**config.mk**
```make
export PLATFORM = sky130hd
export DESIGN_NAME = spi_main
export DESIGN_NICKNAME = d
export VERILOG_FILES = /design/src/rtl/spi_pkg.sv /design/src/rtl/spi_shift8.sv /design/src/rtl/spi_main.sv
export SDC_FILE = /design/constraint.sdc
export NUM_CORES = 1
export LEC_CHECK = 0
export CAP_MARGIN = 25
export CORE_ASPECT_RATIO = 0.5
export CORE_MARGIN = 4
export CORE_UTILIZATION = 35
export CTS_BUF_LIST = sky130_fd_sc_hd__clkbuf_16
export CTS_CLUSTER_DIAMETER = 200
export DETAILED_ROUTE_END_ITERATION = 16
export PLACE_DENSITY = 0.7
export SLEW_MARGIN = 0
export SYNTH_ARGS = -nofsm -noshare
export SYNTH_HDL_FRONTEND = slang
export SYNTH_SLANG_ARGS = --single-unit
```
**constraint.sdc**
```tcl
create_clock -name global_clk -period 4.7 [get_ports global_clk]
set_input_delay 0.94 -clock global_clk [delete_from_list [all_inputs] [get_ports global_clk]]
set_output_delay 0.94 -clock global_clk [all_outputs]
set_load 0.005 [all_outputs]
```
**src/rtl/spi_pkg.sv**
```systemverilog
// Shared definitions for the SPI master and its on-chip slave model.
package spi_pkg;

  localparam int unsigned DATA_W = 8;
  // Wide enough to hold DATA_W itself, not just DATA_W-1.
  localparam int unsigned CNT_W  = 4;

  typedef enum logic [2:0] {
    StIdle,
    StLead,
    StSclkHi,
    StSclkLo,
    StDone
  } spi_state_e;

endpackage

```
**src/rtl/spi_shift8.sv**
```systemverilog
// 8-bit parallel-load shift register.
// Bit 0 is the MSB and the serial output; data shifts toward bit 0 and
// the serial input enters at the last bit.
module spi_shift8
  import spi_pkg::*;
(
  input  logic              global_clk,
  input  logic              reset,
  input  logic              load,
  input  logic [0:DATA_W-1] load_val,
  input  logic              shift,
  input  logic              sin,
  output logic [0:DATA_W-1] q
);

  logic [0:DATA_W-1] q_q, q_d;

  // Load has priority over shift.
  always_comb begin
    q_d = q_q;
    if (load) begin
      q_d = load_val;
    end else if (shift) begin
      q_d = {q_q[1:DATA_W-1], sin};
    end
  end

  // Register update with asynchronous clear.
  always_ff @(posedge global_clk or negedge reset) begin
    if (!reset) begin
      q_q <= '0;
    end else begin
      q_q <= q_d;
    end
  end

  assign q = q_q;

endmodule

```
**src/rtl/spi_main.sv**
```systemverilog
// SPI mode-0 master with an optional on-chip slave model.
// A rising edge on get_data starts one 8-bit full-duplex exchange.
module spi_main
  import spi_pkg::*;
#(
  parameter int unsigned INTERNAL_SLAVE = 1
) (
  input  logic              global_clk,
  input  logic              reset,
  input  logic              get_data,
  input  logic [0:DATA_W-1] m_reg,
  input  logic [0:DATA_W-1] s_reg,
  input  logic              miso,
  output logic              mosi,
  output logic              ss,
  output logic              sclk,
  output logic [0:DATA_W-1] m_out,
  output logic [0:DATA_W-1] s_out,
  output logic              done
);

  spi_state_e        state_q, state_d;
  logic [CNT_W-1:0]  cnt_q, cnt_d;
  logic [0:DATA_W-1] m_out_q, m_out_d;
  logic [0:DATA_W-1] s_out_q, s_out_d;
  logic              get_q;
  logic              get_rise;

  logic              load;
  logic              shift;
  logic [0:DATA_W-1] m_shift;
  logic [0:DATA_W-1] s_shift;
  logic              m_rx_bit;
  logic              s_rx_bit;

  assign get_rise = get_data & ~get_q;

  // The master hears the slave model's outgoing bit, or the pin when external.
  assign m_rx_bit = (INTERNAL_SLAVE != 0) ? s_shift[0] : miso;
  assign s_rx_bit = m_shift[0];

  spi_shift8 u_master_shift (
    .global_clk (global_clk),
    .reset      (reset),
    .load       (load),
    .load_val   (m_reg),
    .shift      (shift),
    .sin        (m_rx_bit),
    .q          (m_shift)
  );

  spi_shift8 u_slave_shift (
    .global_clk (global_clk),
    .reset      (reset),
    .load       (load),
    .load_val   (s_reg),
    .shift      (shift),
    .sin        (s_rx_bit),
    .q          (s_shift)
  );

  // Next-state logic: sampling happens at the end of the sclk-high phase, so
  // the shift lands on the same edge that drops sclk.
  always_comb begin
    state_d = state_q;
    cnt_d   = cnt_q;
    m_out_d = m_out_q;
    s_out_d = s_out_q;
    load    = 1'b0;
    shift   = 1'b0;
    unique case (state_q)
      StIdle: begin
        if (get_rise) begin
          state_d = StLead;
          load    = 1'b1;
          cnt_d   = '0;
        end
      end
      StLead: begin
        state_d = StSclkHi;
      end
      StSclkHi: begin
        shift   = 1'b1;
        cnt_d   = cnt_q + CNT_W'(1);
        state_d = StSclkLo;
      end
      StSclkLo: begin
        if (cnt_q == CNT_W'(DATA_W)) begin
          state_d = StDone;
          m_out_d = m_shift;
          s_out_d = s_shift;
        end else begin
          state_d = StSclkHi;
        end
      end
      StDone: begin
        state_d = StIdle;
      end
      default: begin
        state_d = StIdle;
      end
    endcase
  end

  // State, counter, edge-detect and result registers.
  always_ff @(posedge global_clk or negedge reset) begin
    if (!reset) begin
      state_q <= StIdle;
      cnt_q   <= '0;
      m_out_q <= '0;
      s_out_q <= '0;
      get_q   <= 1'b0;
    end else begin
      state_q <= state_d;
      cnt_q   <= cnt_d;
      m_out_q <= m_out_d;
      s_out_q <= s_out_d;
      get_q   <= get_data;
    end
  end

  // Pin outputs decoded from state so an async reset drops them at once.
  always_comb begin
    ss   = 1'b1;
    sclk = 1'b0;
    mosi = 1'b0;
    done = 1'b0;
    unique case (state_q)
      StIdle: begin
      end
      StLead: begin
        ss   = 1'b0;
        mosi = m_shift[0];
      end
      StSclkHi: begin
        ss   = 1'b0;
        sclk = 1'b1;
        mosi = m_shift[0];
      end
      StSclkLo: begin
        ss   = 1'b0;
        mosi = m_shift[0];
      end
      StDone: begin
        done = 1'b1;
      end
      default: begin
      end
    endcase
  end

  assign m_out = m_out_q;
  assign s_out = s_out_q;

endmodule

```
## Word level (Yosys, flattened, before mapping)

Cells that the tools add are included.

- Output and inout bits: 20
- Word-level logic and storage cells: 37
- Flip-flop bits (word level): 40
- Input port bits: 20

- Equality and inequality tests: 6
- Muxes and demuxes: 15
- Reductions and logical operators: 6
- Bitwise operators: 2
- Add/subtract/negate cells: 1

Operators by type and width:

| cell | count |
|---|---|
| $mux 8 | 4 |
| $pmux 3 s4 | 1 |
| $pmux 4 s2 | 1 |
| $eq 3x2->1 const B | 2 |
| $mux 1 | 6 |
| $mux 3 | 2 |
| $add 4x1->4 const B | 1 |
| $eq 4x4->1 const B | 1 |
| $mux 4 | 1 |
| $reduce_and 2->1 | 2 |
| $reduce_bool 2->1 | 2 |
| $eq 3x1->1 const B | 1 |
| $eq 3x3->1 const B | 1 |
| $logic_not 3->1 | 1 |
| $reduce_or 3->1 | 1 |
| $ne 2x2->1 const B | 1 |
| $and 1x1->1 | 1 |
| $not 1->1 | 1 |

## Logic depth before layout (Yosys ltp)

Gate-level depths: netlist (run 1).

- Depth in word-level cells: 5
- Mapped depth: 6
- Depth with buffers taken out: 5

## Modules after synthesis

Synthesis (run 1) repeated with hierarchy kept, for this count alone.

- Cell total of the unflattened synthesis: 140
- Area, all modules: 1809.2 um2

Modules (own cells, without submodules):

| module | cells an instance | sequential area each (um2) | area each (um2) | times used |
|---|---|---|---|---|
| spi_main | 72 | 600.6 | 1063.5 | 1 |
| spi_shift8 | 34 | 200.2 | 372.9 | 2 |

## Least setup slack after synthesis (run 1)

No wires, ideal clock.

- Path kind: reg-to-output
- Start: register state_q[0]
- End: output sclk
- Data required time: 3.760 ns
- Buffers on the path: 2
- Data arrival time: 1.144 ns
- Path slack: 2.616 ns
- Stages on the path, launching flop included: 5
- Path through: dfrtp_1 > or3b_1 > buf_6 > clkinv_4 > buf_4

- Longest elaborated chain between the ends: 2

Ends and longest elaborated chain:

| what | RTL line | source |
|---|---|---|
| start: declaration | spi_main.sv:22 | `spi_state_e state_q, state_d;` |
| start signal: assignment | spi_main.sv:108 | `state_q <= StIdle;` |
| start signal: assignment | spi_main.sv:114 | `state_q <= state_d;` |
| $eq 3x2->1 | spi_main.sv:128 | `unique case (state_q)` |
| $mux 1 | spi_main.sv:128 |  |
| end: declaration | spi_main.sv:16 | `output logic sclk,` |

Every way passes these cells.

## Worst setup path in the final report (run 1)

Same ends and word-level chain as after synthesis.

==> results of run 1 <==
==> worst reg2reg max path, cell delays in order (launching register included) <==
cell	delay [ps]
dfrtp_1	440
nor4b_4	440
and2_1	630
o21ai_0	210
==> flip-flops by register name, summed over array words and instances (netlist names) <==
register and flops:
cnt_q 4, u_slave_shift.q 8, state_q 3, u_master_shift.q 8, s_out 8, get_q 1
m_out 8
==> final cells by class <==
class,count,share of cell area [%]
flip-flops and latches,40,43.62
multi-input cells,75,27.81
repair buffers,39,16.68
clock buffers,5,5.453
well taps,66,3.599
clock inverters,3,1.636
inverters,6,1.200
==> metrics by stage <==
step / util (%) / setup WS [ps] / total power [mW] / std cells / hold slack, ps
2_1_floorplan: - / 2616 / 0.9486 / 127 / 486.6
3_3_place_gp: 46.62 / 1930 / 1.143 / 226 / 492.1
3_5_place_dp: 46.62 / 1924 / 1.157 / 226 / 495.3
4_1_cts: 50.18 / 1780 / 1.534 / 234 / 507.7
5_1_grt: 50.18 / 1693 / 1.624 / 234 / 524.3
6_report: 50.18 / 1773 / 1.518 / 234 / 502.6
==> how the worst min path moves through the flow <==
stage / endpoint / cells after the start
final: m_out[3]$_DFFE_PN0P_ / 1
after global routing: m_out[3]$_DFFE_PN0P_ / 1
after CTS: m_out[3]$_DFFE_PN0P_ / 1
after detailed placement: m_out[3]$_DFFE_PN0P_ / 1
after global placement: m_out[7]$_DFFE_PN0P_ / 1
after floorplan: u_master_shift.q[1]$_DFFE_PN0P_ / 1
==> layer usage <==
| layer | GRT usage (%) | vias to the layer above | part of all wire [%] |
|---|---|---|---|
| li1 | - | 539 | - |
| met1 | 15.17 | 580 | 44 |
| met2 | 20.80 | 15 | 51 |
| met3 | 2.938 | 7 | 3.0 |
| met4 | 4.918 | 0 | 1.7 |
| met5 | 0 | - | 0 |
==> cells in the final DEF, fill, tap and decap left out, drive strengths merged, types with 3 or more instances in the layout <==
cell	Yosys	final
nand3	4	4
and2	13	13
o21ai	4	4
a221o	13	13
mux2	17	17
clkinv	1	3
dfrtp	40	40
nor2	4	4
inv	5	5
clkdlybuf4s50	0	37
mux2i	3	3
clkbuf	0	5
==> power by group <==
| part | internal, mW | switching, mW | leakage [nW] |
|---|---|---|---|
| clock | 0.246 | 0.122 | 0.0789 |
| combinational | 0.312 | 0.235 | 0.428 |
| sequential | 0.494 | 0.108 | 0.525 |
| total | 1.05 | 0.465 | 1.03 |
==> logic make-up after synthesis <==
kind of cell / count (synthesis) / share of synthesized area [%]
adders and majority gates: 2 / 1.456
muxes: 20 / 12.89
AOI/OAI and AO/OA: 22 / 11.22
xor gates and xnor gates: 1 / 0.5099
and+or+nand+nor: 30 / 11.07
DFF: 40 / 58.27
buffers and inverters: 12 / 4.589
==> summary.md, run 1 <==
| Metric | Value |
|---|---|
| Cell Pwr Density | `661.4 nW/µm²` |
| Fraction of registers with async set/reset | `100.0%` |
| Core area | `~4600 µm²` |
| Mean post-synth cell area | `13.53 µm²` |
| Area Overhead vs Synth | `33.58%` |
| Hold Path Class | `reg -> reg` |
| Tcrit/Tclk final | `62.27%` |
| GP Congestion | `0.7186` |
| Setup crit end kind | `output port` |
| Dpl cell area | `2132 µm²` |
| Synth Instances | `127` |
| Post-cts resize count | `0` |
| Setup violators final | `0` |
| Clock transition at the registers of the reported paths | `about 60 ps` |
| Storage cell area | `1001 µm²` |
| Vias in the first global route | `1171` |
| Yosys warnings | `0` |
| RSZ-0062 raised after global routing | `no` |
| Footprint of the multi-input gates | `~640 µm²` |
| Final net count | `189` |
| Die W | `107.1 µm` |
| CP Buf/Inv Count | `2` |
| Total routed wirelength | `roughly 3400 µm` |
| Critical Path Max Stage Delay | `540 ps` |
| Largest cells by area after synthesis | `dfrtp_1 58%, mux2_2 11%, a221o_1 7.6%, and2_1 4.7%, buf_6 2.0%` |
| Final Cell Area | `2295 µm²` |
| Top cell type's share of synthesized area | `58.27%` |
| Grt total ovfl | `0` |
| Critical Path End | `sclk` |
| CTS Buffer Depth | `2` |
| Number of I/O port buffers | `38` |
| Layout Skew | `roughly 2.7 ps` |
| Die Ht | `~58 µm` |
| Synth Flop Type | `dfrtp_1` |
| Final Hold Viols | `0` |
| DP HPWL | `2339 µm` |
| Largest net degree at the start of global routing | `41` |
| Initial antenna violation count | `0` |
| Die ar. | `6161 µm²` |
| Vias per inst | `4.876` |
| CP arrival | `around 2000 ps` |
| First-pass GRT wire length | `5871 µm` |
| Via total after detailed routing | `1141` |
| Sequential fraction of the synthesis area | `58.27%` |
| IO Pins | `40` |
| Critical path origin | `state_q[0]$_DFFE_PN0P_` |
| Antenna Nets Post-Route | `0` |
| DRC | `0` |
| Clk_lat worst skew | `280 ps` |
| Maximum vdd ir drop | `between 200 and 250 µV` |
| Worst R2R Start | `state_q[1]$_DFFE_PN0P_` |
| Cell taking the most area after synthesis | `dfrtp_1` |
| Cell area after synthesis | `1718 µm²` |
| Crit path depth | `3` |
| Min-delay src | `m_out[3]$_DFFE_PN0P_` |
| Row count | `17` |
| Max Freq | `341.7 MHz` |
| Critical path startpoint category | `register` |
| Max_slew headroom | `44.15%` |
| Total of max-cap violations | `0` |
| Hold buffer count at CTS | `0` |
| Total Neg Setup Slack | `0 ps` |
| Share of cells above drive strength 1 | `about 17%` |
| Reg2Reg Depth | `3` |
| First-pass DRT Iterations | `4` |
| Total CTS buffers | `5` |
| Worst Path Required | `3760 ps` |
| Max-slew violation count | `0` |
| Sink Count | `40` |
| CTS H-tree depth | `2` |
| Top-count cell post-synth | `dfrtp_1` |
| Post-synth top cells | `40 x dfrtp_1, 17 x mux2_2, 13 x a221o_1, 13 x and2_1, 5 x inv_1` |
| Leak | `1.032 nW` |
| CTS tree | `yes` |
| Initial core utilization | `37.56%` |
| Number of synthesized flops with an enable pin | `0` |
| Synth cell types | `27` |
| Reg-to-Reg End | `u_slave_shift.q[1]$_DFFE_PN0P_` |
| Postcts setup bufs | `0` |
| Status | `completed` |
| Final Critical Period | `roughly 3000 ps` |
| CP Class | `reg -> out` |
| CP Cell Sequence | `or3b_1 -> clkinv_4 -> clkdlybuf4s50_1` |
| Flop2flop setup slack | `roughly 2800 ps` |
| Total global-route track usage | `12.24%` |
| Slew @ Worst Pin | `around 840 ps` |
| Slowest library cell on the worst path | `or3b_1` |
| CTS Root Buffer Type | `clkbuf_16` |
| Yosys reg bits | `40` |
| CP max FO | `19` |
| FILL cells | `about 410` |
| Mapped Nets | `149` |
| Drt wl/cell | `14.57 µm` |
| Ant. Diodes | `0` |
| DRT iter0 DRCs | `57` |
| CP delay by family, top | `buffers and inverters` |
Power figures use the tool's default switching activity.
==> inputs of run 2 (changes only) <==
Settings changed: PLACE_DENSITY 0.7 to 0.73.
Clock period 4.7 ns to 2.6 ns, I/O delays scaled along.
==> summary.md, run 2 (synthesis results as in run 1) <==
| Metric | Value |
|---|---|
| Total of max-cap violations | `0` |
| Max Freq | `418.4 MHz` |
| Max-slew violation count | `0` |
| Most common cell after layout, fill and taps aside | `dfrtp_1` |
| Total CTS buffers | `5` |
| DP HPWL | `2505 µm` |
| Ant. Diodes | `0` |
| Hold Path Class | `in -> async` |
| Layout Cells excl Fill | `237` |
| Grt total ovfl | `0` |
| Critical path startpoint category | `register` |
| Clk_lat worst skew | `280 ps` |
| First-pass DRT Iterations | `4` |
| Share of cells above drive strength 1 | `between 15 and 20%` |
| Sink Count | `40` |
| Most frequent cells in the layout | `40 x dfrtp_1, 37 x clkdlybuf4s50_1, 17 x mux2_2, 13 x and2_1, 13 x a221o_1` |
| Initial core utilization | `37.56%` |
| CP max FO | `6` |
| CP arrival | `1870 ps` |
| Status | `completed` |
| Worst Path Required | `2080 ps` |
| Maximum vdd ir drop | `385.6 µV` |
| Max_slew headroom | `42.29%` |
| Largest net degree at the start of global routing | `41` |
| # placed instances | `229` |
| Core area | `4573 µm²` |
| Total Neg Setup Slack | `0 ps` |
| CTS Buffer Depth | `2` |
| Tcrit/Tclk final | `approximately 92%` |
| Cell Pwr Density | `approximately 1200 nW/µm²` |
| CP Class | `reg -> out` |
| Die Ht | `57.54 µm` |
| Initial antenna violation count | `0` |
| Row count | `17` |
| DRC | `0` |
| Final Hold Viols | `0` |
| Drt wl/cell | `15.58 µm` |
| FILL cells | `415` |
| DRT iter0 DRCs | `72` |
| Post-Place Worst Slack | `510.5 ps` |
| CTS tree | `yes` |
| Number of I/O port buffers | `38` |
| Post-cts resize count | `0` |
| Postcts setup bufs | `0` |
| First-pass GRT wire length | `6306 µm` |
| RSZ-0062 raised after global routing | `no` |
| Final worst setup slack | `between 200 and 250 ps` |
| Hold buffer count at CTS | `0` |
| Leak | `1.043 nW` |
| Final Cell Area | `about 2300 µm²` |
| IO Pins | `40` |
| Final Critical Period | `2390 ps` |
| Core Util, Final | `50.26%` |
| Area Overhead vs Synth | `33.79%` |
| Total global-route track usage | `13.11%` |
| Dpl cell area | `2155 µm²` |
| Vias per inst | `around 5.0` |
| Final net count | `192` |
| Total routed wirelength | `between 3000 and 4000 µm` |
| Antenna Nets Post-Route | `0` |
| Flop2flop setup slack | `680 ps` |
| Layout Skew | `4.050 ps` |
| Clock transition at the registers of the reported paths | `60 ps` |
| GP Congestion | `0.8208` |
| Slew @ Worst Pin | `865.6 ps` |
| Die W | `107.1 µm` |
| Via total after detailed routing | `1178` |
| Die ar. | `6161 µm²` |
| CTS H-tree depth | `2` |
| Vias in the first global route | `1311` |
| Setup crit end kind | `output port` |
| CTS Root Buffer Type | `clkbuf_16` |
| Setup violators final | `0` |
[run 2: cell type report]
cell class,count,area [µm²],share of cell area (%)
tap,66,82.58,3.593
multi-input combinational,75,638.1,27.76
sequential,40,1001,43.55
timing repair buffer,42,405.4,17.64
clock buffer,5,125.1,5.444
inverter,6,27.53,1.198
clock inverter,3,18.77,0.8166
[run 2: worst paths after layout]
| check | from | to | depth (start not counted) |
|---|---|---|---|
| min in group global_clk | m_out[6]$_DFFE_PN0P_ | m_out[6]$_DFFE_PN0P_ | 1 |
| worst min-delay path | reset | u_master_shift.q[7]$_DFFE_PN0P_ | 1 |
| max in group asynchronous | reset | s_out[4]$_DFFE_PN0P_ | 1 |
| worst max-delay path | state_q[1]$_DFFE_PN0P_ | sclk | 3 |
| worst max register to register | state_q[1]$_DFFE_PN0P_ | u_master_shift.q[2]$_DFFE_PN0P_ | 5 |
| worst min register to register | m_out[6]$_DFFE_PN0P_ | m_out[6]$_DFFE_PN0P_ | 1 |
[run 2: through the flow]
| stage | total power, mW | hold WS (ps) |
|---|---|---|
| CTS | 2.744 | 377.7 |
| finish | 2.720 | 347.8 |
| floorplan | 1.715 | 224.4 |
| global route | 2.902 | 424.5 |
| detailed placement | 2.130 | 496.9 |
| global placement | 2.088 | 491.7 |
[run 2: worst max-delay path: stages, from the launching register on]
cell and delay, ps:
dfrtp_1 470, or3b_1 540, clkinv_4 90, clkdlybuf4s50_1 500
[run 2: layer usage]
| layer | track usage [%] | wire length [µm] | up-vias |
|---|---|---|---|
| met1 | 15.14 | 1613 | 601 |
| li1 | - | - | 547 |
| met4 | 6.557 | 59 | 0 |
| met2 | 22.76 | 1873 | 23 |
| met3 | 3.503 | 147 | 7 |
| met5 | 0 | 0 | - |
[run 2: power by group]
group / total, mW / switching [mW] / internal, mW
registers: 1.10 / 0.204 / 0.893
clock network: 0.602 / 0.248 / 0.353
logic: 1.02 / 0.438 / 0.584
==> inputs of run 3 (changes only) <==
Settings changed: TNS_END_PERCENT set to 30.
==> results of run 3 <==
Final layout, timing and power as in run 2 (identical DEF).
